===== src/rtl/mem4x10_rd_ctrl_if.sv =====
// Bus between the read controller, its 4x10 storage and the downstream consumer.
// The slave modport is the controller's view; the master is the environment driving it.
interface mem4x10_rd_ctrl_if #(
    parameter int DW = 10,
    parameter int AW = 2
);
    logic          WPUSH;
    logic [DW-1:0] RDATAIN;
    logic [AW-1:0] RADDR;
    logic [DW-1:0] DOUT;
    logic          DVALID;
    logic          DREADY;

    modport slave (
        input  WPUSH,
        input  RDATAIN,
        input  DREADY,
        output RADDR,
        output DOUT,
        output DVALID
    );

    modport master (
        output WPUSH,
        output RDATAIN,
        output DREADY,
        input  RADDR,
        input  DOUT,
        input  DVALID
    );
endinterface


===== src/rtl/mem4x10_rd_ctrl.sv =====
// Read side of a 4-entry storage: tracks occupancy and read pointer, and presents
// words through a one-deep registered output stage with a valid/ready handshake.
module mem4x10_rd_ctrl #(
    parameter int DW = 10,
    parameter int AW = 2
) (
    input  logic              RCLK,
    input  logic              RESETN,
    input  logic              FLUSH,
    mem4x10_rd_ctrl_if.slave  bus,
    output logic [AW:0]       COUNT,
    output logic              EMPTY,
    output logic              OVERFLOW
);

    localparam logic [AW:0] FULLCNT = (AW+1)'(1 << AW);

    typedef enum logic {
        IDLE = 1'b0,
        HOLD = 1'b1
    } state_t;

    state_t        state;
    state_t        statenext;
    logic [DW-1:0] dout;
    logic [DW-1:0] doutnext;
    logic [AW-1:0] raddr;
    logic [AW-1:0] raddrnext;
    logic [AW:0]   count;
    logic [AW:0]   countnext;
    logic          ovf;
    logic          ovfnext;

    logic          full;
    logic          xfer;
    logic          load;
    logic          push;

    // A load frees a slot in the same cycle, so a push at full is still accepted then.
    assign full = (count == FULLCNT);
    assign xfer = (state == HOLD) && bus.DREADY;
    assign load = (count != '0) && ((state == IDLE) || bus.DREADY);
    assign push = bus.WPUSH && (!full || load);

    always_comb begin
        statenext = state;
        doutnext  = dout;
        raddrnext = raddr;
        countnext = count;
        ovfnext   = ovf;

        if (load) begin
            doutnext  = bus.RDATAIN;
            raddrnext = raddr + AW'(1);
            statenext = HOLD;
        end else if (xfer) begin
            statenext = IDLE;
        end

        countnext = count + (AW+1)'(push) - (AW+1)'(load);

        if (bus.WPUSH && !push) begin
            ovfnext = 1'b1;
        end

        if (FLUSH) begin
            statenext = IDLE;
            doutnext  = '0;
            raddrnext = '0;
            countnext = '0;
            ovfnext   = 1'b0;
        end
    end

    always_ff @(posedge RCLK) begin
        if (!RESETN) begin
            state <= IDLE;
            dout  <= '0;
            raddr <= '0;
            count <= '0;
            ovf   <= 1'b0;
        end else begin
            state <= statenext;
            dout  <= doutnext;
            raddr <= raddrnext;
            count <= countnext;
            ovf   <= ovfnext;
        end
    end

    assign bus.RADDR  = raddr;
    assign bus.DOUT   = dout;
    assign bus.DVALID = (state == HOLD);
    assign COUNT      = count;
    assign EMPTY      = (count == '0);
    assign OVERFLOW   = ovf;

endmodule


===== src/flat_wrapper.sv =====
// flat-port wrapper written by rule: the top's interface ports become plain ports
module mem4x10_rd_ctrl_flat 
#(
    parameter int DW = 10,
    parameter int AW = 2
)
  (RCLK, RESETN, FLUSH, COUNT, EMPTY, OVERFLOW, bus_WPUSH, bus_RDATAIN, bus_DREADY, bus_RADDR, bus_DOUT, bus_DVALID);
  mem4x10_rd_ctrl_if #(.DW(DW), .AW(AW)) bus_i ();
  input  logic RCLK;
  input  logic RESETN;
  input  logic FLUSH;
  output logic [AW:0] COUNT;
  output logic EMPTY;
  output logic OVERFLOW;
  input wire logic [$bits(bus_i.WPUSH)-1:0] bus_WPUSH;
  input wire logic [$bits(bus_i.RDATAIN)-1:0] bus_RDATAIN;
  input wire logic [$bits(bus_i.DREADY)-1:0] bus_DREADY;
  output wire logic [$bits(bus_i.RADDR)-1:0] bus_RADDR;
  output wire logic [$bits(bus_i.DOUT)-1:0] bus_DOUT;
  output wire logic [$bits(bus_i.DVALID)-1:0] bus_DVALID;
  assign bus_i.WPUSH = bus_WPUSH;
  assign bus_i.RDATAIN = bus_RDATAIN;
  assign bus_i.DREADY = bus_DREADY;
  assign bus_RADDR = bus_i.RADDR;
  assign bus_DOUT = bus_i.DOUT;
  assign bus_DVALID = bus_i.DVALID;
  mem4x10_rd_ctrl #(.DW(DW), .AW(AW)) u_core (.RCLK(RCLK), .RESETN(RESETN), .FLUSH(FLUSH), .bus(bus_i), .COUNT(COUNT), .EMPTY(EMPTY), .OVERFLOW(OVERFLOW));
endmodule

===== config.mk =====
export PLATFORM = sky130hd
export DESIGN_NAME = mem4x10_rd_ctrl_flat
export DESIGN_NICKNAME = d
export VERILOG_FILES = /design/src/rtl/mem4x10_rd_ctrl_if.sv /design/src/rtl/mem4x10_rd_ctrl.sv /design/src/flat_wrapper.sv
export SDC_FILE = /design/constraint.sdc
export NUM_CORES = 1
export LEC_CHECK = 0
export ABC_AREA = 1
export BUFFER_PORTS_ARGS = -buffer_cell sky130_fd_sc_hd__buf_2
export CAP_MARGIN = 5
export CELL_PAD_IN_SITES_DETAIL_PLACEMENT = 1
export CELL_PAD_IN_SITES_GLOBAL_PLACEMENT = 1
export CORE_MARGIN = 2
export CORE_UTILIZATION = 33
export DETAILED_ROUTE_END_ITERATION = 16
export PLACE_DENSITY_LB_ADDON = 0.1
export SYNTH_ARGS = -nofsm -noshare
export SYNTH_HDL_FRONTEND = slang
export SYNTH_SLANG_ARGS = --single-unit

===== constraint.sdc =====
create_clock -name RCLK -period 2.5 [get_ports RCLK]
set_input_delay 0.125 -clock RCLK [delete_from_list [all_inputs] [get_ports RCLK]]
set_output_delay 0.125 -clock RCLK [all_outputs]
set_load 0.05 [all_outputs]

==> impl_metrics.yaml, run 1 <==
yosys:
  synth.distinct_cells: 23
  synth_top_cell_area_share_pct: 39.9
  yosys-top-cells-area: "dfxtp_1 (40%), nand3b_1 (8.8%), nor2_1 (7.9%)"
  yosysTopAreaCell: "dfxtp_1"
  yosysMostFrequentCell: "nor2_1"
  synth-async-reset-ratio_pct: 0
  ys_seq_area_share_pct: 39.9
  synth.avg_cell_area_sq_um: 7.83
  synth.net_count: 127
  ys.flop_type: "dfxtp_1"
  synth_edf_count: 0
  syn_inst: 109
  syn_area_sq_um: 853
  ys_top_cells_by_count: "nor2_1 (18), dfxtp_1 (17), inv_1 (17)"
  ys_ff_latch: 17
  yosysWarnings: 0
placement:
  routabilityCongestion: 0.705
  place_area_sq_um: 1020
  port_buffers: 32
  detailed_place_hpwl_mm: 1.43
clocking:
  post_cts_resized: 0
  path_clk_slew_ns: 0.11
  cts_setup_buffers: 0
  htreeDepth: 1
  numCtsBuffers: 3
  cts.sinks: 17
  cts_root_buf: "clkbuf_4"
  cts_tree: "done"
  hold_buffers: 0
  clockBufferDepth: 2
  clk_latency_ns: 0.30
worst_setup_path:
  timing_worst_setup_path_type: "reg2reg"
  reg2reg_setup_slack_ns: 0.46
  crit_fanout: 15
  start_kind: "register"
  worst_ep_required_time_ns: 2.73
  path_delay_family: "adder cells"
  arrival_ns: 2.28
  path_buf_inv: 3
  cpPeakStageDelay_ns: 0.48
  crit_chain: "nor2_4 > nand2_4 > nand2_4 > inv_4 > ha_1 > inv_1 > ha_1 > fa_1 > inv_1 > nor2_1"
  end_kind: "register"
  slowest_stage: "fa_1"
detailed_routing:
  drt_iter0_markers: 5
  vias_per_cell: 4.48
  drc: 0
  wl_per_cell_um: 11.1
  vias: 771
  antenna_left: 0
  dr.pass1.iters: 4
  wl_mm: 1.91
timing:
  final.setup.tns_ns: 0
  period_share_pct: 81.8
  rsz0062_at_grt: "no"
  drv_slew: 0
  timing.fmax_ghz: 0.489
  hold_ws_ns: 0.116
  fin_skew_ns: 0.00602
  worstMarginPinSlew_ns: 0.276
  period_minus_slack_ns: 2.04
  setup_viol: 0
  slew_headroom_pct: 81.5
  final_hold_viol_count: 0
layout:
  area_growth_pct: 22.4
  seqCellArea_sq_um: 340
  multiInputGateArea_sq_um: 398
  insertedDiodeCount: 0
  fillers: 317
  final_net_count: 161
  design_area_sq_um: 1040
  final_layout_size_suffix_gt1_share_pct: 36.6
die:
  die_y_um: 54.9
  design.core.area_sq_um: 2450
  die_w_um: 54.9
  floorplan.initialDensity_pct: 34.8
  ioPinCount: 33
  rows: 18
  die_area_sq_um: 3010
status:
  status: "finished clean"
global_route:
  grt_max_degree: 16
  grt_use_total_pct: 14.7
  grt_pass1_vias: 678
  grt_remaining_overflow: 0
  grt_pass1_wl_mm: 2.97
  antenna_found_initial: 0
power:
  p_leak_uw: 0.000530
  power_uw: 1540
  ir_drop_mv: 0.751
  powerDensity_nw_per_um2: 1470
worst_hold_path:
  hold_path.class: "in2reg"
flow_run:
  drv_cap: 0
sequential cells by signal (all words and copies together) (netlist names):
signal / flops
u_core.bus.DOUT: 10
u_core.COUNT: 3
u_core.bus.DVALID: 1
u_core.bus.RADDR: 2
u_core.OVERFLOW: 1
metal layers:
metal | global-route usage, % | vias to the layer above | part of all wire [%]
li1 | - | 397 | -
met3 | 2.73 | 2 | 6.3
met4 | 8.75 | 0 | 1.0
met2 | 25.4 | 24 | 49
met1 | 16.4 | 348 | 44
met5 | 0 | - | 0
worst reg2reg max path, stage by stage, from the launching register on:
cell     delay, ns
dfxtp_1       0.36
nor2_4        0.16
nand2_4       0.14
nand2_4       0.10
inv_4         0.09
ha_1          0.28
inv_1         0.04
ha_1          0.20
fa_1          0.48
inv_1         0.05
nor2_1        0.10
cell usage in the layout, fill, tap and decap left out:
master	n
buf_2	32
nor2_1	18
inv_1	17
dfxtp_1	17
nand2_1	15
nand3b_1	10
nor2_2	9
clkbuf_4	3
nand2_4	2
nand3_1	2
a21oi_1	2
o21ai_0	2
ha_1	2
nor2_4	1
inv_2	1
nand2_2	1
inv_4	1
a31oi_1	1
nand4_1	1
xor2_1	1
and2_1	1
fa_1	1
clkinv_2	1
buf_4	1
stage by stage:
step	instances	setup slack (ns)	utilization, %
floorplan	109	0.276	-
global placement	168	0.524	41.4
detailed placement	168	0.450	41.4
CTS	172	0.436	42.6
global route	172	0.280	42.6
finish	172	0.456	42.6
kinds of logic (layout without fill, tap and decap cells):
| family | Yosys count | count (layout) | share of synthesized area (%) |
|---|---|---|---|
| AOI/OAI and AO/OA | 5 | 5 | 3.08 |
| xor gates and xnor gates | 1 | 1 | 1.03 |
| adders and majority gates | 3 | 3 | 5.28 |
| buffers and inverters | 23 | 56 | 13.5 |
| DFF | 17 | 17 | 39.9 |
| and+or+nand+nor | 60 | 60 | 37.2 |
report_power, final:
part	leakage, uW	internal [uW]	switching (uW)
Clock	0.0000177	59.6	93.7
Combinational	0.000374	261	706
Sequential	0.000138	351	67.9
Total	0.000530	671	868
layout make-up:
cell class / instances / share of cell area, %
Sequential cell: 17 / 32.6
Clock inverter: 1 / 0.479
Tap cell: 30 / 3.59
Multi-Input combinational cell: 69 / 38.1
Inverter: 19 / 7.07
Timing Repair Buffer: 33 / 16.0
Clock buffer: 3 / 2.16
worst paths after layout:
path              depth (start not counted)       startpoint              end
setup / recovery                         10  u_core.COUNT[0]  u_core.COUNT[1]
hold / removal                            3        bus_WPUSH  u_core.OVERFLOW
setup reg to reg                         10  u_core.COUNT[0]  u_core.COUNT[1]
hold reg to reg                           2  u_core.OVERFLOW  u_core.OVERFLOW
(Power assumes the default switching activity.)
==> run 2: changes to the inputs <==
Clock period 2.5 ns to 2 ns, I/O delays scaled along.
==> run 2 against run 1 <==
Compared with the run above:
- sequential power rose by 28%
- total power rose by 35%
- die area did not move
- maximum frequency rose by 11%
- combinational power rose by 40%
- core utilization rose by 2.5 points
- critical path depth did not move
==> impl_metrics.yaml, run 2 (synthesis results as in run 1) <==
worst_setup_path:
  cpPeakStageDelay_ns: 0.52
  slowest_stage: "fa_2"
  reg2reg_setup_slack_ns: 0.16
  worst_ep_required_time_ns: 2.22
  arrival_ns: 2.06
  crit_start: "u_core.COUNT[1]"
  start_kind: "register"
  crit_fanout: 4
  timing_worst_setup_path_type: "reg2reg"
  end_kind: "register"
  crit_chain: "nor2_4 > nand2_4 > nand2_4 > inv_4 > ha_4 > inv_2 > ha_4 > fa_2 > inv_1 > nor2_1"
  timing.rr.start: "u_core.COUNT[1]"
timing:
  slew_headroom_pct: 79.8
  worstMarginPinSlew_ns: 0.301
  period_share_pct: 92.0
  rsz0062_at_grt: "no"
  timing.fmax_ghz: 0.543
  fin_skew_ns: 0.00964
  setup_viol: 0
  final.setup.tns_ns: 0
  final_hold_viol_count: 0
  drv_slew: 0
  period_minus_slack_ns: 1.84
  hold_ws_ns: 0.110
power:
  internal_power_uw: 943
  p_sw_uw: 1130
  powerDensity_nw_per_um2: 1870
  pwr-share-seq_pct: 25.8
  power_uw: 2070
  p_leak_uw: 0.000544
  switching_share_pct: 54.5
  power.share.clock_pct: 8.9
  ir_drop_mv: 0.933
  comb_power_share_pct: 65.3
clocking:
  clk_latency_ns: 0.29
  cts_tree: "done"
  cts_setup_buffers: 0
  path_clk_slew_ns: 0.11
  clockBufferDepth: 2
  post_cts_resized: 0
  cts_root_buf: "clkbuf_4"
  cts.sinks: 17
  hold_buffers: 0
  numCtsBuffers: 3
  htreeDepth: 1
layout:
  final_net_count: 164
  area_growth_pct: 29.8
  final_layout_size_suffix_gt1_share_pct: 43.4
  final_common_cell: "buf_2"
  instances_no_fill: 175
  insertedDiodeCount: 0
  final_cell_mix: "buf_2 (32), nor2_1 (18), inv_1 (16)"
  largest_reg_flops: 10
detailed_routing:
  vias_per_cell: 4.43
  drt_iter0_markers: 9
  antenna_left: 0
  vias: 776
  dr.pass1.iters: 4
  wl_mm: 1.94
  drc: 0
  wl_per_cell_um: 11.1
global_route:
  use_met2_pct: 24.2
  grt_max_degree: 15
  grt_remaining_overflow: 0
  grt_use_total_pct: 15.0
  grt_pass1_vias: 712
  grt-busiest-layer: "met2"
  grtUsageMet1_pct: 19.4
  grt_pass1_wl_mm: 3.18
  met3_usage_pct: 2.73
  antenna_found_initial: 0
die:
  die_y_um: 54.9
  die_w_um: 54.9
  die_area_sq_um: 3010
  design.core.area_sq_um: 2450
  floorplan.initialDensity_pct: 34.8
  rows: 18
  ioPinCount: 33
placement:
  dp.cells: 171
  port_buffers: 32
  routabilityCongestion: 0.735
  detailed_place_hpwl_mm: 1.46
status:
  status: "finished clean"
worst_hold_path:
  hold_start: "bus_RDATAIN[4]"
  hold_path.class: "in2reg"
flow_run:
  drv_cap: 0
run 2: cell types whose count changed in the layout (fill, tap and decap cells not counted), sizes merged:
cell  delta
buf      +3
run 2: worst paths after layout:
path                              to  cells past startpoint
hold reg to reg      u_core.OVERFLOW                      2
setup / recovery     u_core.COUNT[1]                     10
hold / removal    u_core.bus.DOUT[4]                      4
setup reg to reg     u_core.COUNT[1]                     10
run 2: layout make-up:
| cell class | instances | area, sq um |
|---|---|---|
| clock buffer | 3 | 22.5 |
| clock inverter | 1 | 5.00 |
| fill | 311 | 1350 |
| inverter | 19 | 73.8 |
| multi-input combinational | 69 | 425 |
| sequential | 17 | 353 |
| tap | 30 | 37.5 |
| timing repair buffer | 36 | 190 |
run 2: power groups by stage:
stage,Sequential [uW],Clock [uW],Combinational (uW)
after floorplan,885,0,814
after global placement,540,0,1340
after detailed placement,545,0,1380
after CTS,539,195,1380
after global routing,554,216,1490
final,535,185,1350
run 2: through the flow:
stage	cell area [sq um]	util, %	worst slack [ns]
2_1_floorplan	893	-	0.0108
3_3_place_gp	1080	44.0	0.232
3_5_place_dp	1080	44.0	0.189
4_1_cts	1110	45.1	0.148
5_1_grt	1110	45.1	0.0855
6_report	1110	45.1	0.160
run 2: layer usage:
layer | part of all wire (%) | routed length [um] | vias up
met3 | 5.9 | 114 | 2
li1 | - | - | 399
met1 | 48 | 927 | 357
met4 | 0.52 | 10 | 0
met2 | 46 | 885 | 18
met5 | 0 | 0 | -
run 2: critical path, delay by kind of cell (launching register included):
| family | cells | cell delay [ns] |
|---|---|---|
| AND/OR/NAND/NOR | 4 | 0.38 |
| adder cells (fa/ha/maj) | 3 | 0.92 |
| flip-flops | 1 | 0.38 |
| buffers and inverters | 3 | 0.12 |
